--- src/rtl/sng_scheduler.sv ---
// ============================================================================
// Module   : sng_scheduler
// Brief    : Round-robin scheduler sharing one LFSR-based stochastic number
//            generator among R requesters.
// Revision : 1.0 - initial release
// ============================================================================
`default_nettype none

module sng_scheduler #(
   parameter int N     = 8,
   parameter int R     = 4,
   parameter int LEN_W = 16
) (
   input  logic               clk,
   input  logic               rst_n,
   input  logic [R-1:0]       i_req,
   input  logic [R*N-1:0]     i_req_value,
   input  logic [R*LEN_W-1:0] i_req_len,
   input  logic               i_hold,
   input  logic [N-1:0]       i_lfsr_data,
   output logic               o_lfsr_enable,
   output logic               o_lfsr_restart,
   output logic [R-1:0]       o_grant,
   output logic               o_bit_out,
   output logic               o_bit_valid,
   output logic               o_bit_last,
   output logic               o_busy
);

   localparam int PTR_W = (R > 1) ? $clog2(R) : 1;

   typedef enum logic [1:0] {
      ST_IDLE   = 2'd0,
      ST_LOAD   = 2'd1,
      ST_STREAM = 2'd2,
      ST_DONE   = 2'd3
   } state_t;

   state_t             r_state;
   state_t             w_state_nxt;
   logic [PTR_W-1:0]   r_ptr;
   logic [PTR_W-1:0]   r_win;
   logic [PTR_W-1:0]   w_win;
   logic               w_found;
   logic [N-1:0]       r_val;
   logic [LEN_W-1:0]   r_len;
   logic [LEN_W-1:0]   r_cnt;
   logic [R-1:0]       r_grant;
   logic               r_bit_out;
   logic               r_bit_valid;
   logic               r_bit_last;
   logic               w_cnt_last;

   // Adds an offset to the pointer modulo R without relying on R being a power of two.
   function automatic logic [PTR_W-1:0] f_wrap(input int v);
      int t;
      t = (v >= R) ? (v - R) : v;
      return PTR_W'(t);
   endfunction

   always_comb begin
      w_win   = r_ptr;
      w_found = 1'b0;
      for (int k = 0; k < R; k++) begin
         if (!w_found && i_req[f_wrap(int'(r_ptr) + k)]) begin
            w_found = 1'b1;
            w_win   = f_wrap(int'(r_ptr) + k);
         end
      end
   end

   assign w_cnt_last = (r_cnt == (r_len - LEN_W'(1)));

   always_ff @(posedge clk or negedge rst_n) begin
      if (!rst_n) begin
         r_state <= ST_IDLE;
      end else begin
         r_state <= w_state_nxt;
      end
   end

   always_comb begin
      w_state_nxt    = r_state;
      o_busy         = 1'b1;
      o_lfsr_restart = 1'b0;
      o_lfsr_enable  = 1'b0;
      case (r_state)
         ST_IDLE: begin
            o_busy = 1'b0;
            if (w_found) w_state_nxt = ST_LOAD;
         end
         ST_LOAD: begin
            o_lfsr_restart = 1'b1;
            w_state_nxt    = (r_len == '0) ? ST_DONE : ST_STREAM;
         end
         ST_STREAM: begin
            o_lfsr_enable = !i_hold;
            if (!i_hold && w_cnt_last) w_state_nxt = ST_DONE;
         end
         ST_DONE: begin
            w_state_nxt = ST_IDLE;
         end
         default: w_state_nxt = ST_IDLE;
      endcase
   end

   // Valid/last default low so any non-streaming cycle (hold, DONE) is a bubble.
   always_ff @(posedge clk or negedge rst_n) begin
      if (!rst_n) begin
         r_ptr       <= '0;
         r_win       <= '0;
         r_val       <= '0;
         r_len       <= '0;
         r_cnt       <= '0;
         r_grant     <= '0;
         r_bit_out   <= 1'b0;
         r_bit_valid <= 1'b0;
         r_bit_last  <= 1'b0;
      end else begin
         r_bit_valid <= 1'b0;
         r_bit_last  <= 1'b0;
         case (r_state)
            ST_IDLE: begin
               if (w_found) begin
                  r_grant <= {{(R-1){1'b0}}, 1'b1} << w_win;
                  r_win   <= w_win;
                  r_val   <= i_req_value[w_win*N +: N];
                  r_len   <= i_req_len[w_win*LEN_W +: LEN_W];
               end
            end
            ST_LOAD: begin
               r_cnt <= '0;
            end
            ST_STREAM: begin
               if (!i_hold) begin
                  r_bit_out   <= (i_lfsr_data < r_val);
                  r_bit_valid <= 1'b1;
                  r_bit_last  <= w_cnt_last;
                  r_cnt       <= r_cnt + LEN_W'(1);
               end
            end
            ST_DONE: begin
               r_grant <= '0;
               r_ptr   <= f_wrap(int'(r_win) + 1);
            end
            default: ;
         endcase
      end
   end

   assign o_grant     = r_grant;
   assign o_bit_out   = r_bit_out;
   assign o_bit_valid = r_bit_valid;
   assign o_bit_last  = r_bit_last;

endmodule

`default_nettype wire

--- config.mk ---
export PLATFORM = sky130hd
export DESIGN_NAME = sng_scheduler
export DESIGN_NICKNAME = d
export VERILOG_FILES = /design/src/rtl/sng_scheduler.sv
export SDC_FILE = /design/constraint.sdc
export NUM_CORES = 1
export LEC_CHECK = 0
export BUFFER_PORTS_ARGS = -buffer_cell sky130_fd_sc_hd__buf_2
export CORE_ASPECT_RATIO = 1.4
export CORE_UTILIZATION = 40
export CTS_CLUSTER_DIAMETER = 60
export DETAILED_ROUTE_END_ITERATION = 12
export GPL_TIMING_DRIVEN = 0
export PLACE_DENSITY_LB_ADDON = 0.12
export REMOVE_ABC_BUFFERS = 1
export SLEW_MARGIN = 15
export SYNTH_ARGS = -nofsm -noshare
export SYNTH_HDL_FRONTEND = slang
export SYNTH_SLANG_ARGS = --single-unit
--- constraint.sdc ---
create_clock -name clk -period 8.7 [get_ports clk]
set_input_delay 0.87 -clock clk [delete_from_list [all_inputs] [get_ports clk]]
set_output_delay 0.87 -clock clk [all_outputs]
set_load 0.02 [all_outputs]
==> impl_metrics.py <==
metrics = {
    "run_status": {
        "outcome": "finished clean",
    },
    "sta": {
        "fmax_ghz": 0.315,
        "finClkSkew_ps": 7.46,
        "slew_violations": 0,
        "min_period_ps": 3170,
        "layout_setup_ws_ps": 5530,
        "rsz0062_at_grt": "no",
        "fin_crit_sh": 0.364,
        "fin_tns_setup_ps": 0,
        "setup_viol": 0,
        "maxSlewHeadroom": 0.292,
        "fin_hold_ws_ps": 502,
        "final_hold_viol_count": 0,
        "worstMarginPinSlew_ps": 1060,
    },
    "layout": {
        "syn2layout_area_growth_pct": 25.2,
        "final_cell_mix": "119 x buf_2, 53 x dfrtp_1, 27 x nor2_1, 26 x nand2_1, 25 x mux2_2",
        "design_area_mm2": 0.00459,
        "multi_input_area_mm2": 0.00226,
        "drive_above_1_share": 0.426,
        "regArea_mm2": 0.00133,
        "final_nets": 576,
        "num_antenna_cells": 0,
        "fillers": 817,
        "layout_commonest_cell": "buf_2",
    },
    "routing": {
        "ant_nets": 0,
        "drtIter0Drc": 124,
        "dr.pass1.iters": 4,
        "wl_per_cell_um": 15.0,
        "via_count": 3054,
        "wl_met3_um": 325,
        "wirelength_mm": 8.39,
        "drc": 0,
        "routed-wl-met2_mm": 4.41,
        "m1WireLength_mm": 3.55,
        "viasPerCell": 5.45,
        "highest_layer": "met4",
    },
    "worst_setup_path": {
        "reg2reg_depth": 9,
        "reg2reg_to": "r_state[1]",
        "cp.required_ps": 8890,
        "critPathMaxFanout": 7,
        "cp_cell_sequence": "inv_1 -> ha_1 -> nor3b_1 -> and2_1 -> or4b_1 -> o211ai_2 -> nand4_2 -> a22o_1 -> mux2_4",
        "reg2reg_from": "r_len[0]",
        "critPathLaunchType": "flip-flop",
        "rrSetupSlack_ps": 5530,
        "critPathCaptureType": "flip-flop",
        "slowest_delay_ps": 720,
        "cp_slowest_cell": "nor3b_1",
        "worstPathArrival_ps": 3360,
        "criticalPathCategory": "flip-flop to flip-flop",
    },
    "worst_hold_path": {
        "holdPathEnd": "o_bit_out",
        "min_path_cells": 1,
        "hold_class": "flip-flop to flip-flop",
        "min-delay-start": "o_bit_out",
    },
    "clocking": {
        "cts.path.max_buffers": 2,
        "numCtsBuffers": 5,
        "clk_pin_slew_worst_paths_ps": 70,
        "clk_root_buffer_cell": "clkbuf_16",
        "cts_tree": "built",
        "cts_resized": 0,
        "postCtsSetupBuffers": 0,
        "clk-insertion-delay-late_ps": 300,
        "h-tree-depth": 2,
        "clock-sinks": 53,
        "ctsHoldBuffers": 0,
    },
    "yosys": {
        "yosysSeqAreaShare": 0.361,
        "yosys.area.top_type": "dfrtp_1",
        "ys_ff_latch": 53,
        "async_flop_share": 1.00,
        "synth.top_cell.area_share": 0.361,
        "yosysWarnings": 0,
        "synth-edff-count": 0,
        "synth_cells": 337,
        "synth_area_leaders": "dfrtp_1 36%, mux4_2 15%, mux2_2 7.7%, ha_1 4.4%, xnor2_1 4.3%",
        "syn-cell-area_mm2": 0.00367,
        "synth-main-ff-cell": "dfrtp_1",
        "syn_area_per_cell_um2": 10.9,
        "synth.distinct_cells": 56,
    },
    "placement": {
        "dpl_cell_area_mm2": 0.00442,
        "dp.final_hpwl_mm": 6.62,
        "pre_cts_slack_ps": 5280,
        "place_congestion": 0.790,
        "port_buffers": 120,
    },
    "global_route": {
        "overflow": 0,
        "antenna_found_initial": 0,
        "grtUsageTotal": 0.189,
        "grt_pass1_vias": 3059,
        "grt_pass1_wl_mm": 14.4,
        "grt_max_degree": 54,
    },
    "power": {
        "finalPower_uw": 1350,
        "peakVddDrop_uv": 153,
        "leakagePower_uw": 0.00209,
        "cellPowerDensity_mw_per_mm2": 294,
    },
    "job": {
        "maxCapViolCount": 0,
    },
    "floorplanning": {
        "die_height_um": 115,
        "design.die.area_mm2": 0.00957,
        "core-area_mm2": 0.00898,
        "die_w_um": 83.0,
        "ios": 121,
        "initial_core_util": 0.409,
        "rows": 41,
    },
}
==> routing by layer <==
metal | GRT usage | up-vias
li1 | - | 1476
met1 | 0.231 | 1495
met2 | 0.339 | 75
met3 | 0.0330 | 8
met4 | 0.0598 | 0
met5 | 0 | -
==> where the power goes <==
group	internal (uW)	switching, uW	total (uW)
Sequential	336	96.5	432
Clock	144	88.9	233
Combinational	368	318	687
Total	848	504	1350
==> worst max-delay path: cells and delay by family (launching register included) <==
family / cells / cell delay [ps]
AOI/OAI and AO/OA: 2 / 380
DFF: 1 / 450
adders and majority gates: 1 / 250
buffers and inverters: 1 / 80
muxes: 1 / 300
and+or+nand+nor: 4 / 1590
==> worst max path at each step <==
stage	start	to	cells past startpoint
final	r_len[0]	r_state[1]	9
after global routing	r_len[0]	r_state[1]	10
after CTS	r_len[0]	r_state[1]	9
after detailed placement	i_req[1]	r_len[0]	4
after global placement	i_req[3]	r_len[5]	4
after floorplan	i_req[1]	r_len[0]	3
==> stage by stage <==
| stage | instances | util |
|---|---|---|
| 2_1_floorplan | 322 | - |
| 3_5_place_dp | 552 | 0.492 |
| 6_report | 560 | 0.512 |
| 4_1_cts | 560 | 0.511 |
| 5_1_grt | 560 | 0.512 |
| 3_3_place_gp | 549 | 0.483 |
==> layout make-up <==
cell class | instances | share of cell area
clock buffer | 7 | 0.0310
clock inverter | 1 | 0.00654
multi-input combinational | 254 | 0.492
tap | 107 | 0.0291
timing repair buffer | 123 | 0.140
inverter | 15 | 0.0123
sequential | 53 | 0.289
==> cells in the mapped netlist, types with 2 or more instances <==
library cell and instances:
buf_1 3, nand4_1 4, or4b_1 2, o211ai_1 2, nand2_1 26, a21oi_1 10, buf_2 3, or4_1 2
dfrtp_1 53, nor2_1 27, xor2_1 13, xnor2_1 18, nor3b_1 3, and3_1 3, nor3_1 4, a22o_1 2
ha_1 13, nor2b_1 5, mux2_2 25, nor4_1 5, clkbuf_1 8, a31oi_1 2, or3_1 6, nand4b_1 3
a21o_1 5, a22oi_1 2, inv_1 15, nand3_1 5, a2111oi_0 2, o21ai_0 15, nand2b_1 3, mux4_2 24
==> cells by family after synthesis <==
kind of cell | synth area share
DFF | 0.361
and+or+nand+nor | 0.165
buffers and inverters | 0.0338
AOI/OAI and AO/OA | 0.0931
xor gates and xnor gates | 0.0740
muxes | 0.228
adders and majority gates | 0.0443
==> sequential cells by signal (all words and copies together), names as in the netlist <==
signal,count
o_grant,4
o_bit_last,1
r_cnt,16
r_ptr,2
o_bit_out,1
r_val,8
r_win,2
o_bit_valid,1
r_state,2
r_len,16
(Power assumes the default switching activity.)
